### src/rtl/eb_pkg.sv
// Purpose: shared types and default thresholds for the elastic buffer read side.
// Latency: n/a (types and constants only).
// Backpressure: n/a.
package eb_pkg;

  // Read-side controller states.
  typedef enum logic [1:0] {
    FILL   = 2'd0,
    RUN    = 2'd1,
    INSERT = 2'd2,
    DELETE = 2'd3
  } eb_state_e;

  localparam int unsigned EB_ADDR_W_DEF  = 4;
  localparam int unsigned EB_DATA_W_DEF  = 10;
  localparam int unsigned EB_FILL_TH_DEF = 8;
  localparam int unsigned EB_LOW_TH_DEF  = 6;
  localparam int unsigned EB_HIGH_TH_DEF = 10;

endpackage

### src/rtl/gray2bin.sv
// Purpose: combinational Gray-code to binary converter.
// Latency: zero cycles (purely combinational).
// Backpressure: none.
// Ports: gray (W-bit Gray input), bin (W-bit binary output).
module gray2bin #(
  parameter int unsigned W = 5
) (
  input  logic [W-1:0] gray,
  output logic [W-1:0] bin
);

  // Each binary bit is the XOR of all Gray bits at or above it.
  for (genvar i = 0; i < W; i++) begin : g_bit
    assign bin[i] = ^(gray >> i);
  end

endmodule

### src/rtl/elastic_buffer_read_ctrl.sv
// Purpose: read-side controller of a clock-compensating elastic buffer, inserting or
//          deleting one SKP symbol per SKP run to keep the fill level inside a window.
// Latency: rd_req to data_valid is 1 cycle in RUN, 2 cycles through INSERT.
// Backpressure: consumer pulls with rd_req; rd_req=0 holds the pointer and state.
// Ports: clk/rst (sync, active-high); gray_counter_write_sync (synced write ptr);
//        rd_data_in/is_skp_in (memory word at rd_addr); rd_req; rd_addr;
//        gray_counter_read; data_out/data_valid; skp_added/skp_removed/underflow/
//        overflow pulses; level; err_cnt {overflow[15:8], underflow[7:0]}.
// Optional: define EB_ERR_STATS_EN to enable the saturating error counters.
module elastic_buffer_read_ctrl
  import eb_pkg::*;
#(
  parameter int unsigned ADDR_W  = EB_ADDR_W_DEF,
  parameter int unsigned DATA_W  = EB_DATA_W_DEF,
  parameter int unsigned FILL_TH = EB_FILL_TH_DEF,
  parameter int unsigned LOW_TH  = EB_LOW_TH_DEF,
  parameter int unsigned HIGH_TH = EB_HIGH_TH_DEF
) (
  input  logic              clk,
  input  logic              rst,
  input  logic [ADDR_W:0]   gray_counter_write_sync,
  input  logic [DATA_W-1:0] rd_data_in,
  input  logic              is_skp_in,
  input  logic              rd_req,
  output logic [ADDR_W-1:0] rd_addr,
  output logic [ADDR_W:0]   gray_counter_read,
  output logic [DATA_W-1:0] data_out,
  output logic              data_valid,
  output logic              skp_added,
  output logic              skp_removed,
  output logic              underflow,
  output logic              overflow,
  output logic [ADDR_W:0]   level,
  output logic [15:0]       err_cnt
);

  localparam logic [ADDR_W:0] DEPTH_L   = {1'b1, {ADDR_W{1'b0}}};
  localparam logic [ADDR_W:0] FILL_TH_L = FILL_TH[ADDR_W:0];
  localparam logic [ADDR_W:0] LOW_TH_L  = LOW_TH[ADDR_W:0];
  localparam logic [ADDR_W:0] HIGH_TH_L = HIGH_TH[ADDR_W:0];
  localparam logic [ADDR_W:0] ONE_L     = {{ADDR_W{1'b0}}, 1'b1};

  eb_state_e         state_q, state_d;
  logic [ADDR_W:0]   rd_bin_q, rd_bin_d;
  logic [ADDR_W:0]   wr_bin;
  logic              adj_done_q, adj_done_d;
  logic [DATA_W-1:0] data_d;
  logic              valid_d, added_d, removed_d, udf_d, ovf_d;
  logic              empty, full;

  gray2bin #(.W(ADDR_W + 1)) u_wr_g2b (
    .gray (gray_counter_write_sync),
    .bin  (wr_bin)
  );

  // Pointers carry one extra wrap bit, so the modular difference is the occupancy.
  assign level   = wr_bin - rd_bin_q;
  assign empty   = (level == '0);
  assign full    = (level == DEPTH_L);
  assign ovf_d   = full | (level > DEPTH_L);
  assign rd_addr = rd_bin_q[ADDR_W-1:0];

  always_comb begin
    state_d    = state_q;
    rd_bin_d   = rd_bin_q;
    adj_done_d = adj_done_q;
    data_d     = data_out;
    valid_d    = 1'b0;
    added_d    = 1'b0;
    removed_d  = 1'b0;
    udf_d      = 1'b0;
    case (state_q)
      FILL: begin
        if (level >= FILL_TH_L) state_d = RUN;
      end
      RUN: begin
        if (rd_req) begin
          if (empty) begin
            udf_d   = 1'b1;
            state_d = FILL;
          end else if (is_skp_in && !adj_done_q && (level < LOW_TH_L)) begin
            state_d = INSERT;
          end else if (is_skp_in && !adj_done_q && (level > HIGH_TH_L)) begin
            state_d = DELETE;
          end else begin
            data_d   = rd_data_in;
            valid_d  = 1'b1;
            rd_bin_d = rd_bin_q + ONE_L;
            // A non-SKP symbol ends the SKP run and re-arms adjustment.
            if (!is_skp_in) adj_done_d = 1'b0;
          end
        end
      end
      INSERT: begin
        // Emit the head SKP but leave it in place: RUN will read it again.
        data_d     = rd_data_in;
        valid_d    = 1'b1;
        added_d    = 1'b1;
        adj_done_d = 1'b1;
        state_d    = RUN;
      end
      DELETE: begin
        rd_bin_d   = rd_bin_q + ONE_L;
        removed_d  = 1'b1;
        adj_done_d = 1'b1;
        state_d    = RUN;
      end
      default: state_d = FILL;
    endcase
  end

  always_ff @(posedge clk) begin
    if (rst) begin
      state_q           <= FILL;
      rd_bin_q          <= '0;
      gray_counter_read <= '0;
      adj_done_q        <= 1'b0;
      data_out          <= '0;
      data_valid        <= 1'b0;
      skp_added         <= 1'b0;
      skp_removed       <= 1'b0;
      underflow         <= 1'b0;
      overflow          <= 1'b0;
    end else begin
      state_q           <= state_d;
      rd_bin_q          <= rd_bin_d;
      gray_counter_read <= rd_bin_d ^ (rd_bin_d >> 1);
      adj_done_q        <= adj_done_d;
      data_out          <= data_d;
      data_valid        <= valid_d;
      skp_added         <= added_d;
      skp_removed       <= removed_d;
      underflow         <= udf_d;
      overflow          <= ovf_d;
    end
  end

`ifdef EB_ERR_STATS_EN
  logic [7:0] ovf_cnt, udf_cnt;

  // Counters step on the same edge that raises the matching pulse.
  always_ff @(posedge clk) begin
    if (rst) begin
      ovf_cnt <= '0;
      udf_cnt <= '0;
    end else begin
      if (ovf_d && (ovf_cnt != 8'hFF)) ovf_cnt <= ovf_cnt + 8'd1;
      if (udf_d && (udf_cnt != 8'hFF)) udf_cnt <= udf_cnt + 8'd1;
    end
  end

  assign err_cnt = {ovf_cnt, udf_cnt};
`else
  assign err_cnt = '0;
`endif

endmodule

### config.mk
export PLATFORM = sky130hd
export DESIGN_NAME = elastic_buffer_read_ctrl
export DESIGN_NICKNAME = d
export VERILOG_FILES = /design/src/rtl/eb_pkg.sv /design/src/rtl/gray2bin.sv /design/src/rtl/elastic_buffer_read_ctrl.sv
export SDC_FILE = /design/constraint.sdc
export NUM_CORES = 1
export LEC_CHECK = 0
export CAP_MARGIN = 25
export CORE_MARGIN = 3
export CORE_UTILIZATION = 50
export DETAILED_ROUTE_END_ITERATION = 16
export DONT_BUFFER_PORTS = 1
export GPL_TIMING_DRIVEN = 0
export PLACE_DENSITY = 0.64
export SLEW_MARGIN = 20
export SYNTH_ARGS = -nofsm -noshare
export SYNTH_HDL_FRONTEND = slang
export SYNTH_SLANG_ARGS = --single-unit
export TNS_END_PERCENT = 50
### constraint.sdc
create_clock -name clk -period 8.59 [get_ports clk]
set_input_delay 1.718 -clock clk [delete_from_list [all_inputs] [get_ports clk]]
set_output_delay 1.718 -clock clk [all_outputs]
set_load 0.005 [all_outputs]
After elaboration in Yosys (flattened, before gate mapping)
Cells that the tools add are included.
{"block": "classes", "add_sub_neg": 2, "multipliers": 0, "div_mod_pow": 0, "order_cmp": 4, "eq_ne": 11, "shifts": 0, "mux": 30, "bitwise": 4, "reduce_logical": 18}
{"op": "10-bit 2-to-1 mux", "count": 4}
{"op": "5-bit parity", "count": 5}
{"op": "5-bit 2-to-1 mux", "count": 4}
{"op": "10-bit case mux with 2 select lines", "count": 1}
{"op": "1-bit 2-to-1 mux", "count": 12}
{"op": "2-bit != test (second input constant)", "count": 6}
{"op": "2-bit 2-to-1 mux", "count": 5}
{"op": "5-bit case mux with 2 select lines", "count": 1}
{"op": "2-bit case mux with 3 select lines", "count": 1}
{"op": "6-bit AND reduction", "count": 1}
{"op": "5-bit by 1-bit adder with 5-bit output (second input constant)", "count": 1}
{"op": "5-bit equality test (second input constant)", "count": 1}
{"op": "5-bit by 4-bit greater-or-equal comparator with 1-bit output (second input constant)", "count": 1}
{"op": "5-bit by 4-bit > comparator with 1-bit output (second input constant)", "count": 1}
{"op": "5-bit > comparator (second input constant)", "count": 1}
{"op": "5-bit zero test", "count": 1}
{"op": "5-bit by 3-bit less-than comparator with 1-bit output (second input constant)", "count": 1}
{"op": "5-bit AND reduction", "count": 1}
{"op": "5-bit subtractor", "count": 1}
{"op": "5-bit by 4-bit bitwise XOR with 5-bit output", "count": 1}
{"op": "2-bit equality test (second input constant)", "count": 2}
{"op": "4-bit != test (second input constant)", "count": 1}
{"op": "1-bit case mux with 2 select lines", "count": 2}
{"op": "2-bit nonzero test", "count": 2}
{"op": "9 further kinds", "count": 12}
{"block": "word_totals", "regBits": 28, "latchBits": 0, "mem_bits_rw": 0, "rom_bits": 0, "input_bits": 19, "output_inout_bits": 45, "word_cells": 79, "memories": 0}

Depth between registers and ports, before layout
Gate-level depths: netlist of run 1.
{"block": "depth", "word_depth": 10, "depth_mapped": 15, "depth_no_buf": 15}

Cells and area by module
Synthesis of run 1 repeated with hierarchy kept, for this count alone.
{"block": "unflattened", "cells_unflattened": 183, "area_unflattened_um2": 1646.6}
{"mod": "elastic_buffer_read_ctrl", "instances": 1, "cells_each": 177, "area_per_inst_um2": 1574.0, "seq_area_each_um2": 540.5}
{"mod": "gray2bin", "instances": 1, "cells_each": 6, "area_per_inst_um2": 72.6, "seq_area_each_um2": 0.0}

Worst setup path after synthesis of run 1
OpenSTA, ideal clock, no wires.
{"block": "synth_timing", "path_kind": "input to output", "from": "in gray_counter_write_sync[3]", "to": "out level[4]", "arrival_time_ns": 3.744, "t_required_ns": 6.872, "path_slack_ns": 3.128, "stages": 10, "path_buffers": 0, "path_cell_list": "xor2_1 -> xnor2_1 -> xor2_1 -> xor2_1 -> ha_1 -> fa_1 -> nand2b_1 -> a21oi_1 -> xnor2_1 -> inv_1"}
{"block": "synth_between", "elab_chain_cells": 2, "elab_cells_between_ends": 5, "cone_classes": "add/sub (1); reduce/logical (4)"}
{"item": "start, declared", "line": "elastic_buffer_read_ctrl.sv:21", "text": "input logic [ADDR_W:0] gray_counter_write_sync,"}
{"item": "5-bit parity", "line": "gray2bin.sv:14", "text": "assign bin[i] = ^(gray >> i);"}
{"item": "5-bit subtractor (*)", "line": "elastic_buffer_read_ctrl.sv:57", "text": "assign level = wr_bin - rd_bin_q;"}
{"item": "end, declared", "line": "elastic_buffer_read_ctrl.sv:33", "text": "output logic [ADDR_W:0] level,"}
Every way passes the cells marked *; elsewhere a longest branch is shown, timed or not.

Final worst setup path of run 1
Ends and elaborated chain as after synthesis.

==> results_dict.tcl, run 1 <==
set metrics [dict create \
    cap_violations 0 \
    max_stage_delay_ps 410 \
    wirelength_mm 3.32 \
    ys.warnings.count 0 \
    row_count 19 \
    crit_path_start_kind "primary input" \
    rr_worst_depth 10 \
    cp.required_ps 6870 \
    met1_usage 0.215 \
    grt_max_degree 18 \
    muxShareOfSynthArea 0.0997 \
    clockBufferDepth 2 \
    globalplace.congestion 0.800 \
    antenna_found_initial 0 \
    power_density_mw_per_mm2 189 \
    dp_hpwl_mm 2.72 \
    cts_tree "done" \
    grt_pass1_wl_mm 5.78 \
    wl_per_cell_um 13.3 \
    ys_seq_elements 27 \
    slowest_stage "fa_1" \
    use_met2 0.309 \
    top_usage_layer "met2" \
    dieHeight_um 62.7 \
    ys_types 40 \
    core_mm2 0.00290 \
    utilization 0.602 \
    synthFlopType "dfxtp_1" \
    placed_cell_area_mm2 0.00172 \
    cp_common_cell "xor2_1" \
    initial_core_util 0.554 \
    path_class "primary input to output pin" \
    drive_gt1_frac 0.121 \
    whs_path_depth 2 \
    ctsHoldBuffers 0 \
    finalHoldViolCount 0 \
    synth_top_area_cell "dfxtp_1" \
    grt_pass1_vias 1264 \
    drcViolationCount 0 \
    timing.hold.ws_ps 521 \
    fin_skew_ps 11.3 \
    io_buffers 0 \
    numCtsBuffers 3 \
    synth_top_family_by_area "simple AND/OR/NAND/NOR gates" \
    synthSimpleGateAreaFrac 0.195 \
    fin_setup_tns_ps 0 \
    setup_violations 0 \
    ys_seq_area_frac 0.336 \
    fin_ws_ps 2860 \
    synth-edff-count 0 \
    rsz0062_at_grt "no" \
    cp.arrival_ps 4010 \
    tightest_slew_ps 513 \
    maxSlewViolCount 0 \
    cts_max_level 1 \
    io_pins 64 \
    min_path_type "flip-flop to flip-flop" \
    num-fill-cells 287 \
    timing.fmax_mhz 174 \
    synth_top_area_frac 0.336 \
    synth_compound_area_frac 0.111 \
    leakagePower_nw 0.862 \
    synthTopCellsByArea "dfxtp_1 (34%), mux2i_1 (10%), buf_4 (7.5%)" \
    slew_headroom 0.658 \
    grt_overflow 0 \
    via_per_inst 5.10 \
    die_w_um 62.7 \
    postSynth.asyncResetShare 0 \
    cts_setup_buffers 0 \
    finalNetCount 237 \
    endpoint_kind "output pin" \
    syn_inst 188 \
    path_cells "xor2_1 > xnor2_1 > xor2_1 > xor2_1 > ha_1 > fa_1 > nand2b_1 > a21oi_1 > xnor2_1 > inv_1" \
    finalCritPeriodShare 0.667 \
    synth-adder-area-share 0.0826 \
    grt_use_total 0.177 \
    cts_resized 0 \
    final_cell_area_mm2 0.00175 \
    detail_route.iter0.violations 46 \
    synth_area_mm2 0.00161 \
    synthXorXnorAreaFrac 0.0491 \
    total_power_mw 0.330 \
    postRouteAntennaNets 0 \
    dp_cells 245 \
    crit_fanout 4 \
    use_met3 0.0612 \
    stdcell_count 249 \
    clock-root-buffer "clkbuf_4" \
    die-area_mm2 0.00393 \
    clkLatencyLatePin_ps 330 \
    vias 1270 \
    status "completed" \
    vdd_drop_max_mv 0.104 \
    avgSynthCellArea_um2 8.55 \
    area_growth_pct 8.72 \
    pre_cts_ws_ps 2850 \
    n_antenna_cell 0 \
    period_minus_slack_ps 5730 \
    clk_pin_slew_ps 140 \
    numClockSinks 27 \
    drtPass1Iterations 4 \
]
## state kept, by name (all words and copies together) (netlist names)
| signal | cells |
|---|---|
| skp_added | 1 |
| adj_done_q | 1 |
| state_q | 2 |
| rd_bin_q | 4 |
| data_out | 10 |
| gray_counter_read | 5 |
| skp_removed | 1 |
| underflow | 1 |
| data_valid | 1 |
| overflow | 1 |
## power by group
group	switching [mW]	internal (mW)
Clock	0.0395	0.0190
Sequential	0.0115	0.139
Combinational	0.0701	0.0516
## cell usage after synthesis (all sizes together) (2+ instances only)
cell type	instances
o211ai	2
inv	18
nor2	29
o21a	2
a21o	2
clkbuf	3
nand2	10
xor2	5
nor3	4
nand2b	5
mux2i	16
or2	4
buf	16
o21ai	5
ha	9
a221oi	2
nor2b	3
dfxtp	27
nor4b	2
xnor2	4
a21oi	3
nand3	4
## path summary, 6_finish.rpt
| path | start | end | slack [ps] |
|---|---|---|---|
| setup / recovery | gray_counter_write_sync[3] | level[4] | 2860 |
| hold / removal | adj_done_q | adj_done_q | 520 |
| setup reg to reg | rd_bin_q[0] | gray_counter_read[0] | 5370 |
| hold reg to reg | adj_done_q | adj_done_q | 520 |
## cell type report
cell class                 instances  area, um^2  area share
clock inverter                     1        8.76     0.00501
buffer                            19         131      0.0752
multi-input combinational        139         923       0.529
clock buffer                       3        22.5      0.0129
inverter                          18        67.6      0.0387
sequential                        27         541       0.309
tap                               42        52.6      0.0301
## cells by family after synthesis
| group | count (synthesis) |
|---|---|
| AOI/OAI and AO/OA | 23 |
| xor gates and xnor gates | 9 |
| adders and majority gates | 10 |
| buffers and inverters | 37 |
| DFF | 27 |
| muxes | 16 |
| other | 1 |
| and+or+nand+nor | 65 |
## metal layers
metal | up-vias | share of wire
met5 | - | 0
met4 | 0 | 0.0024
li1 | 632 | -
met3 | 2 | 0.070
met2 | 44 | 0.49
met1 | 592 | 0.44
## layout by cell type, fill, tap and decap left out, types with 5 or more instances in the layout
cell type / n
nand2b_1: 5
conb_1: 16
xor2_1: 5
mux2i_1: 16
inv_1: 17
nor2_1: 29
nand2_1: 9
ha_1: 9
dfxtp_1: 27
buf_4: 16
## worst max-delay path, delay by kind of cell
| kind | cells | cell delay, ps |
|---|---|---|
| simple gates | 1 | 160 |
| xor+xnor | 5 | 1090 |
| buf+inv | 1 | 140 |
| fa+ha+maj | 2 | 630 |
| compound gates | 1 | 270 |
(Power assumes the default switching activity.)
==> run 2, diff against run 1 <==
- clock period: 8.59 -> 5.6 ns (I/O delays scaled with it)
==> results of run 2 <==
Same layout as run 1 (identical final DEF). Status: completed.
Main changes from that run: setup slack after placement 2850 ps -> 844 ps; setup slack after layout 2860 ps -> 1060 ps; register-to-register setup slack 5370 ps -> 2380 ps; total power 0.330 mW -> 0.507 mW; worst IR drop on VDD 0.104 mV -> 0.160 mV
